### src/rtl/jtkunio_pkg.sv
// Shared definitions for the Kunio ROM arbiter: FSM encoding and default client-1 base.
package jtkunio_pkg;

    typedef enum logic [1:0] {
        StIdle,
        StIssue,
        StWait
    } arb_state_e;

    // Downstream base for sound CPU fetches.
    localparam logic [17:0] OFFSET1_DEF = 18'h20000;

endpackage

### src/rtl/jtkunio_rom_slot.sv
// One-entry read cache for a single client: tag, byte and valid bit.
module jtkunio_rom_slot #(
    parameter int unsigned AW = 17,
    parameter int unsigned DW = 8
) (
    input  logic          clk,
    input  logic          rst,
    input  logic [AW-1:0] addr_i,
    input  logic          cs_i,
    input  logic          fill_i,
    input  logic [AW-1:0] fill_tag_i,
    input  logic [DW-1:0] fill_data_i,
    output logic          hit_o,
    output logic [DW-1:0] data_o
);

    logic          valid_q;
    logic [AW-1:0] tag_q;
    logic [DW-1:0] byte_q;

    // Capture the fetched byte and its address when the arbiter completes a fill.
    always_ff @(posedge clk) begin
        if (rst) begin
            valid_q <= 1'b0;
            tag_q   <= '0;
            byte_q  <= '0;
        end else if (fill_i) begin
            valid_q <= 1'b1;
            tag_q   <= fill_tag_i;
            byte_q  <= fill_data_i;
        end
    end

    // A client with cs low never sees a hit.
    always_comb begin
        hit_o  = cs_i & valid_q & (tag_q == addr_i);
        data_o = byte_q;
    end

endmodule

### src/rtl/jtkunio_rom_arb.sv
// Arbitrates the main and sound CPU ROM reads onto one downstream port,
// caching the last byte fetched for each client.
module jtkunio_rom_arb
    import jtkunio_pkg::*;
#(
    parameter int unsigned     AW0     = 17,
    parameter int unsigned     AW1     = 15,
    parameter int unsigned     AWD     = 18,
    parameter logic [AWD-1:0]  OFFSET1 = AWD'(OFFSET1_DEF),
    parameter int unsigned     DW      = 8
) (
    input  logic           clk,
    input  logic           rst,
    input  logic [AW0-1:0] main_addr,
    input  logic           main_cs,
    output logic [DW-1:0]  main_data,
    output logic           main_ok,
    input  logic [AW1-1:0] snd_addr,
    input  logic           snd_cs,
    output logic [DW-1:0]  snd_data,
    output logic           snd_ok,
    output logic [AWD-1:0] rom_addr,
    output logic           rom_cs,
    input  logic [DW-1:0]  rom_data,
    input  logic           rom_ok
);

    arb_state_e     state_q;
    logic           gnt_q;   // client currently being fetched (0 main, 1 sound)
    logic           last_q;  // client granted most recently
    logic           rom_cs_q;
    logic [AWD-1:0] rom_addr_q;
    logic [AW0-1:0] main_pend_q;
    logic [AW1-1:0] snd_pend_q;

    logic           main_hit, snd_hit;
    logic           main_miss, snd_miss;
    logic           gnt_d;
    logic           fill_main, fill_snd;
    logic [AWD-1:0] main_rom_addr, snd_rom_addr;

    jtkunio_rom_slot #(
        .AW (AW0),
        .DW (DW)
    ) u_main_slot (
        .clk         (clk),
        .rst         (rst),
        .addr_i      (main_addr),
        .cs_i        (main_cs),
        .fill_i      (fill_main),
        .fill_tag_i  (main_pend_q),
        .fill_data_i (rom_data),
        .hit_o       (main_hit),
        .data_o      (main_data)
    );

    jtkunio_rom_slot #(
        .AW (AW1),
        .DW (DW)
    ) u_snd_slot (
        .clk         (clk),
        .rst         (rst),
        .addr_i      (snd_addr),
        .cs_i        (snd_cs),
        .fill_i      (fill_snd),
        .fill_tag_i  (snd_pend_q),
        .fill_data_i (rom_data),
        .hit_o       (snd_hit),
        .data_o      (snd_data)
    );

    // Miss detection, round-robin grant choice and downstream address mapping.
    always_comb begin
        main_miss     = main_cs & ~main_hit;
        snd_miss      = snd_cs & ~snd_hit;
        gnt_d         = (main_miss & snd_miss) ? ~last_q : snd_miss;
        main_rom_addr = AWD'(main_addr);
        // Wraps modulo 2^AWD by truncation.
        snd_rom_addr  = OFFSET1 + AWD'(snd_addr);
        fill_main     = (state_q == StWait) & rom_ok & ~gnt_q;
        fill_snd      = (state_q == StWait) & rom_ok & gnt_q;
        main_ok       = main_hit;
        snd_ok        = snd_hit;
        rom_cs        = rom_cs_q;
        rom_addr      = rom_addr_q;
    end

    // Fetch sequencer: grant in IDLE, skip one cycle of possibly stale rom_ok, fill on rom_ok.
    always_ff @(posedge clk) begin
        if (rst) begin
            state_q     <= StIdle;
            gnt_q       <= 1'b0;
            last_q      <= 1'b1;
            rom_cs_q    <= 1'b0;
            rom_addr_q  <= '0;
            main_pend_q <= '0;
            snd_pend_q  <= '0;
        end else begin
            case (state_q)
                StIdle: begin
                    if (main_miss | snd_miss) begin
                        gnt_q       <= gnt_d;
                        last_q      <= gnt_d;
                        rom_addr_q  <= gnt_d ? snd_rom_addr : main_rom_addr;
                        main_pend_q <= main_addr;
                        snd_pend_q  <= snd_addr;
                        rom_cs_q    <= 1'b1;
                        state_q     <= StIssue;
                    end
                end
                StIssue: begin
                    state_q <= StWait;
                end
                StWait: begin
                    if (rom_ok) begin
                        rom_cs_q <= 1'b0;
                        state_q  <= StIdle;
                    end
                end
                default: begin
                    rom_cs_q <= 1'b0;
                    state_q  <= StIdle;
                end
            endcase
        end
    end

endmodule
### config.mk
export PLATFORM = sky130hd
export DESIGN_NAME = jtkunio_rom_arb
export DESIGN_NICKNAME = d
export VERILOG_FILES = /design/src/rtl/jtkunio_pkg.sv /design/src/rtl/jtkunio_rom_slot.sv /design/src/rtl/jtkunio_rom_arb.sv
export SDC_FILE = /design/constraint.sdc
export NUM_CORES = 1
export LEC_CHECK = 0
export ABC_AREA = 1
export CAP_MARGIN = 10
export CORE_MARGIN = 8
export CORE_UTILIZATION = 45
export DETAILED_ROUTE_END_ITERATION = 7
export GPL_ROUTABILITY_DRIVEN = 0
export MAX_ROUTING_LAYER = met4
export PLACE_DENSITY = 0.7
export SLEW_MARGIN = 10
export SYNTH_ARGS = -nofsm -noshare
export SYNTH_HDL_FRONTEND = slang
export SYNTH_SLANG_ARGS = --single-unit
### constraint.sdc
create_clock -name clk -period 3.65 [get_ports clk]
set_input_delay 0.9125 -clock clk [delete_from_list [all_inputs] [get_ports clk]]
set_output_delay 0.9125 -clock clk [all_outputs]
set_load 0.01 [all_outputs]
==> results.txt <==
- Based on the critical path, the design can be clocked at up to 288 MHz.
- Switching power as a share of total power: 28.4%
- The critical path contains buffers and inverters numbering 3 combined.
* Setup clock skew after layout: around 0.011 ns
- Fraction of registers with async set/reset: 0%
- For hold timing, the worst endpoint is u_snd_slot.data_o[4].
- The die is 117 um tall.
- CTS tree: yes
- The synthesized netlist contains 30 unique library cells.
- Detailed placement finished with a half-perimeter wire length of between 8000 and 9000 um.
- CTS H-Tree Depth: 3
- Power density over cell area: between 400 and 500 nW/um2
- P&R area growth vs syn: 28.4%
- The final number of max-transition violations was 0.
- The core region is 10100 um2.
- The number of global-route vias before repair was 4146.
- Number of sinks on the clock net: roughly 100
- The final route contains 4454 vias.
- Post-synthesis area per instance: 6.83 um2
- Reg power frac: 51.2%
- Overall routing resource usage: 18.7%
* Number of placed instances with taps included: 897
- Buffers inserted during clock tree synthesis total 9.
- In this design, the largest share of critical-path delay is due to buffers and inverters.
* Number of top-level pins: 82
- Sequential elements use 45.3% of the synthesized area.
* Crit-path most repeated cell: nand2_1
- Finished Layout Cells: 913
- On the critical path, the stage with the largest delay is an instance of clkdlybuf4s50_1.
- Category of the critical setup timing path: input pin to primary output
- The cell sitting at the root of the clock tree is a clkbuf_8.
* Quantity of hold-fixing buffers added after cts: 0
- Remaining design rule violation count: 0
* Hold path depth: 2
- Portion of synthesized cell area occupied by the leading cell type: between 40% and 50%
- For this run, the post-layout net count is 817.
* Number of antenna violations at the first check in global routing: 0
- Counting cells, the worst reg-to-reg path comes to 14.
- The worst pin sits at a relative slew slack of 50.8%.
- Period utilization: 95.1%
- In the final routed layout, each cell accounts on average for 13.4 um.
* Data arrival time of the worst path: ~2.6 ns
- The post-route netlist has 8.62% of its cells at a drive strength greater than 1.
- Counting flops and latches in the post-synthesis netlist gives around 100.
- Count of input and output buffers: 81
- For the worst setup path, the data required time is 2.74 ns.
- Initial drt markers: 288
* Switching component of the power: 707 uW
* Number of core rows: 37
- The detail route stage leaves a number of antenna-violating nets equal to 0.
- Via density per instance: 4.88
- Summing all non-filler instances in the final layout gives an area of 5900 um2.
* Clk pin slew, worst setup/hold paths: roughly 0.09 ns
* Terminus of the critical flop-to-flop path: gnt_q
- Along the worst path, the maximum fanout reaches 4.
- Area used by multi-input combinational logic: 2030 um2
* Startpoint Class: input pin
- Entering global routing, the biggest net connects 45 pins.
* Category of the worst setup path capture point: primary output
- Die X-Extent: roughly 120 um
- The initial utilization of the core area, before any placement, comes to 45.4%.
- Setup violators final: 0
* Worst reg2reg setup slack: 1.60 ns
* Final critical-path required period: between 3 and 4 ns
- Series of cell instances along the critical path: clkdlybuf4s50_1 > inv_1 > nand2_1 > nand2_1 > a2111oi_1 > nand2_1 > nor4_2 > dlygate4sd2_1
- For the worst-skew pair, the clock arrives at the later sink with an insertion delay of 0.37 ns.
* Filler cell count: 968
- Count of yosys warnings during synthesis: 0
- Net count after synthesis: around 700
- Number of detailed-routing iterations run before antenna repair: 5
- Yosys mapped a number of flops with a built-in enable equal to 0.
- After routing, the total negative slack on setup checks comes to 0 ns.
- Critical Path Max Stage Delay: 0.52 ns
- In the layout the commonest cells are nand2_1 (145), nor2_1 (117), dfxtp_1 (104).
- At the pin with the least slew margin, the transition time is 0.737 ns.
- For this run the aggregate overflow at the end of global routing stands at 0.
- By area the synthesized netlist is led by dfxtp_1 (45%), nand2_1 (12%), nor2_1 (9.6%).
- The startpoint identified for the worst register-to-register timing path is u_main_slot.tag_q[13].
- Setup repair after global routing missed its margin: no
- The critical path starts at main_addr[15].
* Internal Power: 1780 uW
- In this run the most critical hold path is launched from u_snd_slot.data_o[4].
* Post-synthesis instance area: 4600 um2
- After detailed routing, the total wire length is around 12000 um.
- For this run, the leading register cell type out of synthesis is dfxtp_1.
* Antenna diode count: 0
* Placed Instance Area: 5690 um2
- Max-capacitance violation count: 0
- Path category of the worst min-delay check: flip-flop to flip-flop
* Largest area contributor in the netlist: dfxtp_1
- Part of the total power dissipated in combinational logic: 20.1%
* Proportion of power drawn by the clock network: 28.7%
* Die ar.: 13700 um2
- Largest voltage drop on the vdd net: ~0.00020 V
- In this run the static leakage power is ~0.0026 uW.
* FF/Latch Area: 2080 um2
- The library cell used most frequently in the layout, excluding fill and tap cells, is nand2_1.
* First-pass GRT wire length: 19500 um
- Status: finished, final reports clean
* Final Hold Vio Count: 0
- Cells after synthesis: 673
- The longest clock path from root to sink contains 2 buffers.
==> how the worst max path moves through the flow <==
stage / endpoint / cells after the start
2_1_floorplan: main_ok / 6
3_3_place_gp: main_ok / 8
4_1_cts: snd_ok / 7
6_report: main_ok / 8
5_1_grt: main_ok / 8
3_5_place_dp: main_ok / 8
==> synthesized netlist by cell type (all sizes together) (2+ instances only) <==
master and count:
nor2 117, nor3 2, a2111oi 2, nand2 147, o21ai 78, a21oi 71
inv 79, clkbuf 19, xnor2 3, nand3 14, o2111ai 3, buf 15
dfxtp 104, nand4 8, nor4 2, o22ai 2
==> layer usage <==
metal | global-route usage [%] | part of all wire (%) | vias to the layer above
met1 | 23.4 | 47 | 2027
li1 | - | - | 2328
met4 | 7.42 | 1.8 | 0
met3 | 2.72 | 4.0 | 16
met5 | - | 0 | -
met2 | 29.8 | 48 | 83
==> timing repair <==
| item | CTS | global route |
|---|---|---|
| setup buffers | 0 | 0 |
| gates cloned | 0 | 0 |
| endpoints found under the setup margin | 2 | 2 |
| gates resized for setup | 2 | 3 |
==> metrics by stage <==
step | setup WS [ns] | utilization, % | power [uW] | hold WS (ns)
3_5_place_dp | -0.172 | 56.1 | 1800 | 0.437
2_1_floorplan | 0.952 | - | 1590 | 0.430
6_report | 0.177 | 58.2 | 2490 | 0.448
4_1_cts | 0.00560 | 58.1 | 2510 | 0.452
3_3_place_gp | -0.182 | 56.1 | 1790 | 0.431
5_1_grt | 0.00811 | 58.2 | 2630 | 0.467
==> tightest hold or removal path, cell delays in order (launching register included) <==
cell	delay, ns
dfxtp_1	0.32
inv_1	0.04
a21oi_1	0.05
==> logic make-up (layout without fill, tap and decap cells) <==
logic type | Yosys count | after routing | synth area share (%)
simple gates | 294 | 294 | 25.5
compound gates | 157 | 157 | 17.7
buf+inv | 114 | 218 | 10.8
xor+xnor | 4 | 4 | 0.762
flops | 104 | 104 | 45.3
==> registers in the layout (all words and copies together), names as in the netlist <==
signal	cells
last_q	1
u_snd_slot.tag_q	15
rom_addr	17
u_snd_slot.valid_q	1
state_q	2
u_main_slot.valid_q	1
main_pend_q	17
gnt_q	1
u_snd_slot.data_o	8
snd_pend_q	15
rom_cs	1
u_main_slot.data_o	8
u_main_slot.tag_q	17
==> power groups by stage <==
stage / clock network, uW / logic [uW] / registers [uW]
2_1_floorplan: 0 / 287 / 1310
3_3_place_gp: 0 / 491 / 1300
3_5_place_dp: 0 / 500 / 1300
4_1_cts: 735 / 503 / 1280
5_1_grt: 780 / 561 / 1290
6_report: 715 / 500 / 1280
==> layout make-up <==
cell class | instances | share of cell area (%)
inverters | 80 | 5.09
well taps | 136 | 2.88
flip-flops and latches | 104 | 35.3
repair buffers | 122 | 19.0
clock buffers | 11 | 2.39
multi-input cells | 455 | 34.5
clock inverters | 5 | 0.954
No activity file was read; power rests on OpenSTA's default activity.
